<file path="src/rtl/cordic_pkg.sv">
// Shared constants for the iterative CORDIC engine: arctan table, the
// 1/K gain fraction, mode encoding and the controller state type.
package cordic_pkg;

  localparam logic MODE_ROTATE = 1'b0;
  localparam logic MODE_VECTOR = 1'b1;

  // 0.6072529350 (inverse CORDIC gain) as an unsigned 0.32 fraction.
  localparam logic [31:0] KN_FRAC = 32'h9B74_EDA8;

  localparam int ATAN_ENTRIES = 24;

  typedef enum logic [1:0] {
    ST_IDLE = 2'd0,
    ST_RUN  = 2'd1,
    ST_DONE = 2'd2
  } cordic_state_e;

  // atan(2^-i) in turns, scaled to 2^32 (full circle = 2^32).
  function automatic logic [31:0] atan32(input int i);
    case (i)
      0:       return 32'h2000_0000;
      1:       return 32'h12E4_051E;
      2:       return 32'h09FB_385B;
      3:       return 32'h0511_11D4;
      4:       return 32'h028B_0D43;
      5:       return 32'h0145_D7E1;
      6:       return 32'h00A2_F61E;
      7:       return 32'h0051_7C55;
      8:       return 32'h0028_BE53;
      9:       return 32'h0014_5F2F;
      10:      return 32'h000A_2F98;
      11:      return 32'h0005_17CC;
      12:      return 32'h0002_8BE6;
      13:      return 32'h0001_45F3;
      14:      return 32'h0000_A2FA;
      15:      return 32'h0000_517D;
      16:      return 32'h0000_28BE;
      17:      return 32'h0000_145F;
      18:      return 32'h0000_0A30;
      19:      return 32'h0000_0518;
      20:      return 32'h0000_028C;
      21:      return 32'h0000_0146;
      22:      return 32'h0000_00A3;
      23:      return 32'h0000_0051;
      default: return 32'h0000_0000;
    endcase
  endfunction

  // Arctan entry reduced to a w-bit angle (2^w = 360 deg), rounded.
  function automatic logic [31:0] atan_scaled(input int i, input int w);
    logic [31:0] half;
    half = 32'd1 << (31 - w);
    return (atan32(i) + half) >> (32 - w);
  endfunction

  // Initial x for rotation mode: 1/K with 1.0 = 2^(w-2), rounded.
  function automatic logic [31:0] kn_scaled(input int w);
    logic [31:0] half;
    half = 32'd1 << (33 - w);
    return (KN_FRAC + half) >> (34 - w);
  endfunction

endpackage

</file>
<file path="src/rtl/cordic_stage.sv">
// One combinational CORDIC micro-rotation, shared by rotation and
// vectoring modes. dir_i = 1 selects d = +1, dir_i = 0 selects d = -1.
module cordic_stage #(
  parameter int DW    = 18,
  parameter int CNT_W = 5
) (
  input  logic signed [DW-1:0]    x_i,
  input  logic signed [DW-1:0]    y_i,
  input  logic signed [DW-1:0]    z_i,
  input  logic        [CNT_W-1:0] shift_i,
  input  logic                    dir_i,
  input  logic signed [DW-1:0]    atan_i,
  output logic signed [DW-1:0]    x_o,
  output logic signed [DW-1:0]    y_o,
  output logic signed [DW-1:0]    z_o
);

  logic signed [DW-1:0] x_sh;
  logic signed [DW-1:0] y_sh;

  // Arithmetic shifts truncate toward -inf; no rounding is applied.
  always_comb begin
    x_sh = x_i >>> shift_i;
    y_sh = y_i >>> shift_i;
    if (dir_i) begin
      x_o = x_i - y_sh;
      y_o = y_i + x_sh;
      z_o = z_i - atan_i;
    end else begin
      x_o = x_i + y_sh;
      y_o = y_i - x_sh;
      z_o = z_i + atan_i;
    end
  end

endmodule

</file>
<file path="src/rtl/cordic_iter_engine.sv">
// Iterative CORDIC engine: one micro-rotation per clock, sin/cos in
// rotation mode, magnitude/atan2 in vectoring mode.
//
// Handshake: a request transfers on a rising edge where in_valid && in_ready;
// a result transfers on a rising edge where out_valid && out_ready. in_ready
// is high only in IDLE and out_valid only in DONE, so the engine holds at most
// one operation and requests presented while busy are simply not taken.
module cordic_iter_engine
  import cordic_pkg::*;
#(
  parameter int WIDTH = 16,
  parameter int ITERS = 14
) (
  input  logic                    clock,
  input  logic                    rst_n,
  input  logic                    in_valid,
  output logic                    in_ready,
  input  logic                    in_mode,
  input  logic signed [WIDTH-1:0] in_x,
  input  logic signed [WIDTH-1:0] in_y,
  input  logic        [WIDTH-1:0] in_theta,
  output logic                    out_valid,
  input  logic                    out_ready,
  output logic signed [WIDTH-1:0] out_x,
  output logic signed [WIDTH-1:0] out_y,
  output logic        [WIDTH-1:0] out_z,
  output logic                    busy,
  output cordic_state_e           dbg_state_o
);

  if (WIDTH < 8 || WIDTH > ATAN_ENTRIES || ITERS < 1 || ITERS > WIDTH) begin : g_param_check
    $error("cordic_iter_engine: illegal WIDTH=%0d / ITERS=%0d", WIDTH, ITERS);
  end

  // Two headroom bits above the WIDTH-bit result format.
  localparam int DW    = WIDTH + 2;
  localparam int CNT_W = 5;

  localparam logic [CNT_W-1:0]     LAST_ITER    = CNT_W'(ITERS - 1);
  localparam logic [31:0]          KN32         = kn_scaled(WIDTH);
  localparam logic signed [DW-1:0] KN           = {2'b00, KN32[WIDTH-1:0]};
  localparam logic signed [DW-1:0] HALF_TURN    = {3'b001, {(WIDTH-1){1'b0}}};
  localparam logic signed [DW-1:0] QUARTER_TURN = {4'b0001, {(WIDTH-2){1'b0}}};
  localparam logic signed [DW-1:0] SAT_MAX      = {3'b000, {(WIDTH-1){1'b1}}};
  localparam logic signed [DW-1:0] SAT_MIN      = {3'b111, {(WIDTH-1){1'b0}}};

  cordic_state_e state_q, state_d;

  logic        [CNT_W-1:0] cnt_q, cnt_d;
  logic signed [DW-1:0]    x_q, x_d, y_q, y_d, z_q, z_d;
  logic                    mode_q, mode_d;
  logic                    neg_q, neg_d;
  logic                    zero_q, zero_d;
  logic signed [WIDTH-1:0] out_x_q, out_x_d, out_y_q, out_y_d;
  logic        [WIDTH-1:0] out_z_q, out_z_d;

  logic signed [DW-1:0]    x_init, y_init, z_init;
  logic                    neg_init, zero_init;
  logic signed [DW-1:0]    x_ext, y_ext, theta_ext;
  logic        [WIDTH-1:0] theta_fold;

  logic                    dir;
  logic signed [DW-1:0]    x_n, y_n, z_n;
  logic signed [DW-1:0]    x_fin, y_fin;

  // Arctan table, one WIDTH-bit angle per iteration, zero-padded to 32 entries.
  logic signed [DW-1:0] atan_tab [32];
  for (genvar g = 0; g < 32; g++) begin : g_atan
    localparam logic [31:0] ATAN_G = atan_scaled(g, WIDTH);
    assign atan_tab[g] = ATAN_G[DW-1:0];
  end

  function automatic logic [WIDTH-1:0] saturate(input logic signed [DW-1:0] v);
    if (v > SAT_MAX)      return SAT_MAX[WIDTH-1:0];
    else if (v < SAT_MIN) return SAT_MIN[WIDTH-1:0];
    else                  return v[WIDTH-1:0];
  endfunction

  // Initial vector/angle for a new request, including quadrant folding.
  always_comb begin
    x_init     = '0;
    y_init     = '0;
    z_init     = '0;
    neg_init   = 1'b0;
    zero_init  = 1'b0;
    x_ext      = {{2{in_x[WIDTH-1]}}, in_x};
    y_ext      = {{2{in_y[WIDTH-1]}}, in_y};
    theta_ext  = {{2{in_theta[WIDTH-1]}}, in_theta};
    // Adding 180 deg modulo 2^WIDTH is a flip of the angle MSB.
    theta_fold = {~in_theta[WIDTH-1], in_theta[WIDTH-2:0]};
    if (in_mode == MODE_VECTOR) begin
      zero_init = (in_x == '0) && (in_y == '0);
      if (in_x[WIDTH-1]) begin
        x_init = -x_ext;
        y_init = -y_ext;
        z_init = HALF_TURN;
      end else begin
        x_init = x_ext;
        y_init = y_ext;
      end
    end else begin
      x_init = KN;
      if (theta_ext > QUARTER_TURN || theta_ext < -QUARTER_TURN) begin
        neg_init = 1'b1;
        z_init   = {{2{theta_fold[WIDTH-1]}}, theta_fold};
      end else begin
        z_init   = theta_ext;
      end
    end
  end

  // Rotation drives z toward zero, vectoring drives y toward zero.
  always_comb begin
    if (mode_q == MODE_VECTOR) dir = y_q[DW-1];
    else                       dir = ~z_q[DW-1];
  end

  cordic_stage #(
    .DW    (DW),
    .CNT_W (CNT_W)
  ) u_stage (
    .x_i     (x_q),
    .y_i     (y_q),
    .z_i     (z_q),
    .shift_i (cnt_q),
    .dir_i   (dir),
    .atan_i  (atan_tab[cnt_q]),
    .x_o     (x_n),
    .y_o     (y_n),
    .z_o     (z_n)
  );

  // Undo the 180 deg fold on the final rotation result.
  always_comb begin
    x_fin = neg_q ? -x_n : x_n;
    y_fin = neg_q ? -y_n : y_n;
  end

  // FSM state register.
  always_ff @(posedge clock or negedge rst_n) begin
    if (!rst_n) state_q <= ST_IDLE;
    else        state_q <= state_d;
  end

  // FSM next-state logic.
  always_comb begin
    state_d = state_q;
    case (state_q)
      ST_IDLE: if (in_valid)            state_d = ST_RUN;
      ST_RUN:  if (cnt_q == LAST_ITER)  state_d = ST_DONE;
      ST_DONE: if (out_ready)           state_d = ST_IDLE;
      default:                          state_d = ST_IDLE;
    endcase
  end

  // FSM outputs.
  always_comb begin
    in_ready  = (state_q == ST_IDLE);
    out_valid = (state_q == ST_DONE);
    busy      = (state_q != ST_IDLE);
  end

  // Datapath next-state: capture on accept, iterate in RUN, publish at the end.
  always_comb begin
    cnt_d   = cnt_q;
    x_d     = x_q;
    y_d     = y_q;
    z_d     = z_q;
    mode_d  = mode_q;
    neg_d   = neg_q;
    zero_d  = zero_q;
    out_x_d = out_x_q;
    out_y_d = out_y_q;
    out_z_d = out_z_q;
    case (state_q)
      ST_IDLE: begin
        if (in_valid) begin
          x_d    = x_init;
          y_d    = y_init;
          z_d    = z_init;
          mode_d = in_mode;
          neg_d  = neg_init;
          zero_d = zero_init;
          cnt_d  = '0;
        end
      end
      ST_RUN: begin
        x_d   = x_n;
        y_d   = y_n;
        z_d   = z_n;
        cnt_d = cnt_q + CNT_W'(1);
        if (cnt_q == LAST_ITER) begin
          cnt_d   = '0;
          out_x_d = saturate(x_fin);
          out_y_d = saturate(y_fin);
          // A zero vector has no defined angle; report 0 instead of the
          // accumulated sum of arctan steps.
          out_z_d = zero_q ? '0 : z_n[WIDTH-1:0];
        end
      end
      default: ;
    endcase
  end

  // Datapath and result registers.
  always_ff @(posedge clock or negedge rst_n) begin
    if (!rst_n) begin
      cnt_q   <= '0;
      x_q     <= '0;
      y_q     <= '0;
      z_q     <= '0;
      mode_q  <= 1'b0;
      neg_q   <= 1'b0;
      zero_q  <= 1'b0;
      out_x_q <= '0;
      out_y_q <= '0;
      out_z_q <= '0;
    end else begin
      cnt_q   <= cnt_d;
      x_q     <= x_d;
      y_q     <= y_d;
      z_q     <= z_d;
      mode_q  <= mode_d;
      neg_q   <= neg_d;
      zero_q  <= zero_d;
      out_x_q <= out_x_d;
      out_y_q <= out_y_d;
      out_z_q <= out_z_d;
    end
  end

  assign out_x       = out_x_q;
  assign out_y       = out_y_q;
  assign out_z       = out_z_q;
  assign dbg_state_o = state_q;

endmodule
</file>
<file path="config.mk">
export PLATFORM = sky130hd
export DESIGN_NAME = cordic_iter_engine
export DESIGN_NICKNAME = d
export VERILOG_FILES = /design/src/rtl/cordic_pkg.sv /design/src/rtl/cordic_stage.sv /design/src/rtl/cordic_iter_engine.sv
export SDC_FILE = /design/constraint.sdc
export NUM_CORES = 1
export LEC_CHECK = 0
export BUFFER_PORTS_ARGS = -buffer_cell sky130_fd_sc_hd__buf_4
export CAP_MARGIN = 10
export CORE_MARGIN = 10
export CORE_UTILIZATION = 45
export CTS_BUF_LIST = sky130_fd_sc_hd__clkbuf_2
export DETAILED_ROUTE_END_ITERATION = 8
export PLACE_DENSITY = 0.74
export SLEW_MARGIN = 20
export SYNTH_ARGS = -nofsm -noshare
export SYNTH_HDL_FRONTEND = slang
export SYNTH_SLANG_ARGS = --single-unit
export TNS_END_PERCENT = 5
</file>
<file path="constraint.sdc">
create_clock -name clock -period 7.85 [get_ports clock]
set_clock_uncertainty 0.05 [all_clocks]
set_input_delay 0.3925 -clock clock [delete_from_list [all_inputs] [get_ports clock]]
set_output_delay 0.3925 -clock clock [all_outputs]
set_load 0.01 [all_outputs]
</file>
Word-level counts from Yosys, hierarchy flattened
Memory sizes are Yosys's and may differ from the RTL's.
Index checks and enable logic that the tools add are counted.
{ "op_classes": {"n_addsub": 11, "n_lt_le_gt_ge": 7, "eq_ne": 6, "n_shift": 2, "mux": 36, "n_bitwise": 3, "reduce_logical": 11} }
{ "ops": {"columns": ["cell", "n"], "rows": [
  ["$mux 18", 16],
  ["$pmux 18 s2", 3],
  ["$mux 16", 6],
  ["$add 18x18->18", 3],
  ["$sub 18x18->18", 3],
  ["$gt 18x16->1 const B", 2],
  ["$lt 18x16->1 const B", 2],
  ["$neg 16->18", 2],
  ["$neg 18->18", 2],
  ["$sshr 18x5->18", 2],
  ["$logic_not 16->1", 2],
  ["$gt 16x16->1 const B", 1],
  ["$lt 16x15->1 const B", 1],
  ["$mux 5", 2],
  ["$pmux 5 s2", 1],
  ["$ge 6x6->1 const B", 1],
  ["$mux 2", 3],
  ["$not 5->6", 1],
  ["$pmux 2 s3", 1],
  ["$reduce_and 2->1", 3],
  ["$add 5x1->5 const B", 1],
  ["$eq 5x4->1 const B", 1],
  ["$mux 1", 4],
  ["$ne 2x2->1 const B", 2],
  ["other kinds (9)", 11]
]} }
{ "word_totals": {"regBits": 112, "romBits": 576, "inputBits": 53, "out_inout_bits": 53, "elab_cells": 88, "memories": 1} }
{ "mem_list": {"columns": ["name", "words", "width", "read_ports", "rd_clocked_by_memory_dff", "wr", "line_no", "text"], "rows": [
  ["(name not given)", 32, 18, 1, 0, 0, "cordic_iter_engine.sv:127", ".atan_i (atan_tab[cnt_q]),"]
]} }

Depth between registers and ports, before layout
{ "logic_depth": {"word_depth": 8, "ltp_mapped": 28, "mapped_depth_nobuf": 23} }

Modules after synthesis
From an unflattened synthesis, not the netlist that was laid out.
{ "hier_totals": {"hier_cells": 1483, "area_unflattened_um2": 12197.9} }
{ "by_module_without_submodules": {"columns": ["module", "instances", "cells_each", "area_each_um2", "seq_area_each_um2"], "rows": [
  ["cordic_iter_engine", 1, 790, 6835.3, 2802.7],
  ["cordic_stage", 1, 693, 5362.6, 0.0]
]} }

Worst setup path after synthesis
No wires, ideal clock.
{ "synth_path": {"path_kind": "reg2reg", "startpoint": "reg cnt_q[0]", "endpoint": "reg out_y_q[8] (netlist: out_y[8])", "setup_ns": 0.130, "arrival_ns": 6.446, "required_ns": 7.670, "slack_ns": 1.223, "stages_incl_launch_ff": 26, "n_path_buf": 5, "period_less_slack_ns": 6.627, "cell_sequence": "dfrtp_1 buf_6 buf_12 buf_12 buf_12 mux4_2 mux2_2 a21boi_0 ha_1 o2111ai_1 or4_1 nand2b_1 o31ai_1 xnor2_1 ha_1 a21o_1 a21oi_1 mux2i_1 or4b_1 or3_1 nand3b_4 o41ai_1 nand3_2 a21oi_2 buf_2 o22ai_1"} }
{ "synth_between": {"elab_chain_cells": 8, "word_cells_on_any_way": 12, "cone_classes": "add/sub: 3; order compare: 2; eq/ne: 1; shift: 1; mux: 4; reduce/logical: 1"} }
{ "synth_rtl": {"columns": ["item", "line_no", "text"], "rows": [
  ["from (decl)", "cordic_iter_engine.sv:49", "logic [CNT_W-1:0] cnt_q, cnt_d;"],
  ["from (signal assigned)", "cordic_iter_engine.sv:219", "cnt_q <= cnt_d;"],
  ["$sshr 18x5->18", "cordic_stage.sv:23", "x_sh = x_i >>> shift_i;"],
  ["$sub 18x18->18 / $add 18x18->18 (equally long branches)", "cordic_stage.sv:31, cordic_stage.sv:27", null],
  ["$mux 18", "cordic_stage.sv:25", "if (dir_i) begin"],
  ["$neg 18->18", "cordic_iter_engine.sv:136", "y_fin = neg_q ? -y_n : y_n;"],
  ["$mux 18", "cordic_iter_engine.sv:136", null],
  ["$lt 18x16->1", "cordic_iter_engine.sv:75", "else if (v < SAT_MIN) return SAT_MIN[WIDTH-1:0];"],
  ["$mux 16", "cordic_iter_engine.sv:75", null],
  ["$mux 16", "cordic_iter_engine.sv:74", "if (v > SAT_MAX) return SAT_MAX[WIDTH-1:0];"],
  ["to (signal assigned)", "cordic_iter_engine.sv:227", "out_y_q <= out_y_d;"],
  ["to (decl)", "cordic_iter_engine.sv:54", "logic signed [WIDTH-1:0] out_x_q, out_x_d, out_y_q, out_y_d;"]
]} }
Several ways; a longest one is shown, not always the timed one.
A chain may end at the register's enable or synchronous reset.

Final worst setup path
{ "layout_path": {"startpoint": "reg cnt_q[1]", "endpoint": "reg out_y_q[13] (netlist: out_y[13])"} }
Same word-level chain as after synthesis.

==> flow_summary.json <==
{
  "outcome": "completed",
  "final_cells": 2039,
  "viasPerCell": 6.55,
  "end_kind": "register",
  "ios": 106,
  "clk_pin_slew_ns": 0.37,
  "register_area_sq_um": 2810,
  "die_h_um": 189,
  "start_util_pct": 45.9,
  "async_flop_share_pct": 100,
  "required_ns": 8.43,
  "dr_total_vias": 13400,
  "critPathLaunchType": "register",
  "cts_made_buffers": 9,
  "rows": 61,
  "grt_pass1_wl_um": 68300,
  "ys_seq_area_share_pct": 21.8,
  "nFillCells": 2633,
  "grt_antenna_before_repair": 2,
  "core_area_sq_um": 28000,
  "avgSynthCellArea_sq_um": 8.17,
  "place_congestion": 0.996,
  "finalSetupTns_ns": 0,
  "worstSkewPairLatency_ns": 0.70,
  "syn-num-nets": 1697,
  "synth.distinct_cells": 101,
  "cts_tree": "done",
  "area_delta_synth_final_pct": 11.8,
  "fin_ws_ns": 0.512,
  "cp.arrival_ns": 7.92,
  "fmax_ghz": 0.136,
  "yosysWarnings": 0,
  "dpl.cell_count": 1997,
  "drive_gt1_share_pct": 15.0,
  "grt_overflow": 0,
  "fin_util_pct": 51.4,
  "dieArea_sq_um": 35700,
  "wire_per_inst_um": 21.2,
  "wl_um": 43100,
  "die_w_um": 189,
  "grt_pass1_vias": 12500,
  "grt_util_all_layers_pct": 23.0,
  "syn-cell-area_sq_um": 12900,
  "ys.flop_type": "dfrtp_1",
  "root_buffer": "clkbuf_2",
  "postSynthCellCount": 1575,
  "htreeDepth": 3,
  "clock-sinks": 112,
  "grt_max_degree": 60,
  "dp_hpwl_um": 32300,
  "critPathMaxFanout": 22,
  "drtPass1Iterations": 6,
  "post-place-ws_ns": 0.349,
  "fin_crit_sh_pct": 93.5,
  "worstSetupPathType": "register to register",
  "min_path_type": "primary input to register",
  "synth_edf_count": 0,
  "min_period_ns": 7.34,
  "cap_violations": 0,
  "postRouteAntennaNets": 0,
  "hold_viol": 0,
  "cts_buffer_depth": 2,
  "drtIter0Drc": 1738,
  "slew_headroom_pct": 35.4,
  "ys_seq_elements": 112,
  "multi_input_area_sq_um": 9430,
  "portBuffers": 105,
  "setup_viol": 0,
  "final_nets": 1776,
  "rsz0062_at_grt": "no",
  "drcViolationCount": 0,
  "worst_slew_pin_slew_ns": 0.967,
  "slew_violations": 0
}
-- cells in the mapped netlist, drive strengths merged, types with 10 or more instances --
cell | instances | area (sq um)
a211oi | 17 | 133
and2 | 16 | 100
nand4 | 10 | 62.6
buf | 25 | 196
nor2b | 16 | 100
mux2i | 37 | 383
clkbuf | 75 | 282
or3 | 21 | 131
nand2b | 19 | 119
o22ai | 22 | 144
o21a | 19 | 143
a221o | 12 | 120
o31ai | 28 | 224
nand3 | 41 | 223
a211o | 10 | 87.6
a21o | 17 | 128
mux4 | 31 | 713
and3 | 29 | 181
mux2 | 10 | 113
inv | 50 | 188
nor2 | 132 | 495
xor2 | 58 | 516
ha | 66 | 826
a21oi | 92 | 464
or2 | 17 | 106
o21ai | 117 | 586
a31oi | 19 | 119
dfrtp | 112 | 2800
o221ai | 10 | 93.8
nor3 | 33 | 165
a22oi | 13 | 97.6
o211ai | 26 | 245
or4 | 11 | 82.6
xnor2 | 68 | 596
a22o | 13 | 114
nand2 | 160 | 601
-- layout make-up --
cell class	instances	share of cell area, %
clock inverter	7	0.591
multi-input combinational	1310	65.5
timing repair buffer	168	9.34
clock buffer	9	0.313
sequential	112	19.5
antenna	2	0.0348
tap	378	3.29
inverter	53	1.38
-- worst max-delay path, cell delays in order, from the launching register on --
cell	delay, ns
dfrtp_2	0.75
buf_4	0.28
mux4_1	0.34
mux4_2	0.48
mux2i_1	0.36
ha_1	0.26
o2111ai_1	0.09
or4_1	0.45
nand2b_1	0.18
o31ai_1	0.32
xnor2_1	0.17
ha_1	0.26
a21o_1	0.18
a21oi_1	0.29
mux2i_1	0.12
or4b_1	0.65
or3_1	0.46
nand3b_4	0.21
o2111a_1	0.27
a211oi_1	0.45
o221ai_2	0.35
o22ai_1	0.28
-- state kept, by name (all words and copies together), names as in the netlist --
| signal | flops |
|---|---|
| cnt_q | 5 |
| dbg_state_o | 2 |
| mode_q | 1 |
| neg_q | 1 |
| out_x | 16 |
| out_y | 16 |
| out_z | 16 |
| x_q | 18 |
| y_q | 18 |
| z_q | 18 |
| zero_q | 1 |
-- cells in the final DEF, fill, tap and decap left out, drive strengths merged, types with 10 or more instances in the layout --
cell	synthesis	layout
o31ai	28	28
o21ai	117	117
dlygate4sd3	0	23
or3	21	21
and3	29	29
o22ai	22	22
o21a	19	19
nand2	160	160
a31oi	19	19
nand4	10	10
nor2b	16	16
a22o	13	13
nor2	132	132
mux2i	37	37
or4	11	11
and2	16	16
buf	25	145
or2	17	17
a221o	12	12
a21oi	92	92
ha	66	66
inv	50	53
nor3	33	33
mux2	10	10
a22oi	13	13
o221ai	10	10
a211oi	17	17
xor2	58	58
dfrtp	112	112
mux4	31	31
nand2b	19	19
o211ai	26	26
a211o	10	10
a21o	17	17
nand3	41	41
xnor2	68	68
-- cell families after synthesis --
group,share of synthesized area (%)
adders and majority gates,6.89
buffers and inverters,5.26
muxes,9.40
DFF,21.8
AOI/OAI and AO/OA,26.7
xor gates and xnor gates,8.64
and+or+nand+nor,21.3
-- metal layers --
metal	part of all wire (%)	routed length, um	vias up	global-route usage [%]
li1	-	-	6031	-
met2	45	19500	769	36.2
met3	9.6	4150	123	3.40
met1	42	18200	6433	31.7
met5	0	0	-	0
met4	3.0	1290	0	7.60
-- timing repair --
action | 4_1_cts | 5_1_grt
buffers inserted | 0 | 1
resized for setup | 0 | 2
endpoints found under the hold margin | 72 | 1
hold buffers | 22 | 1
endpoints found under the setup margin | 0 | 19
-- through the flow --
step | hold slack, ns | instance area (sq um)
after floorplan | 0.0469 | 12900
after global placement | 0.416 | 14000
after detailed placement | 0.426 | 14000
after CTS | 0.000585 | 14300
after global routing | 0.0296 | 14400
final | 0.00705 | 14400
-- final timing paths --
kind | from | endpoint | slack, ns | depth (start not counted)
max | cnt_q[1]$_DFFE_PN0P_ | out_y[13]$_DFFE_PN0P_ | 0.51 | 21
min | in_y[7] | y_q[7]$_DFFE_PN0P_ | 0.007 | 3
max reg2reg | cnt_q[1]$_DFFE_PN0P_ | out_y[13]$_DFFE_PN0P_ | 0.51 | 21
min reg2reg | out_x[15]$_DFFE_PN0P_ | out_x[15]$_DFFE_PN0P_ | 0.48 | 2
max in group asynchronous | rst_n | y_q[14]$_DFFE_PN0P_ | 6.26 | 3
min in group asynchronous | rst_n | dbg_state_o[1]$_DFFE_PN0P_ | 0.15 | 2
Power is not shown: default switching activity piles up to over one toggle a cycle in this logic, so the estimate is an artifact.
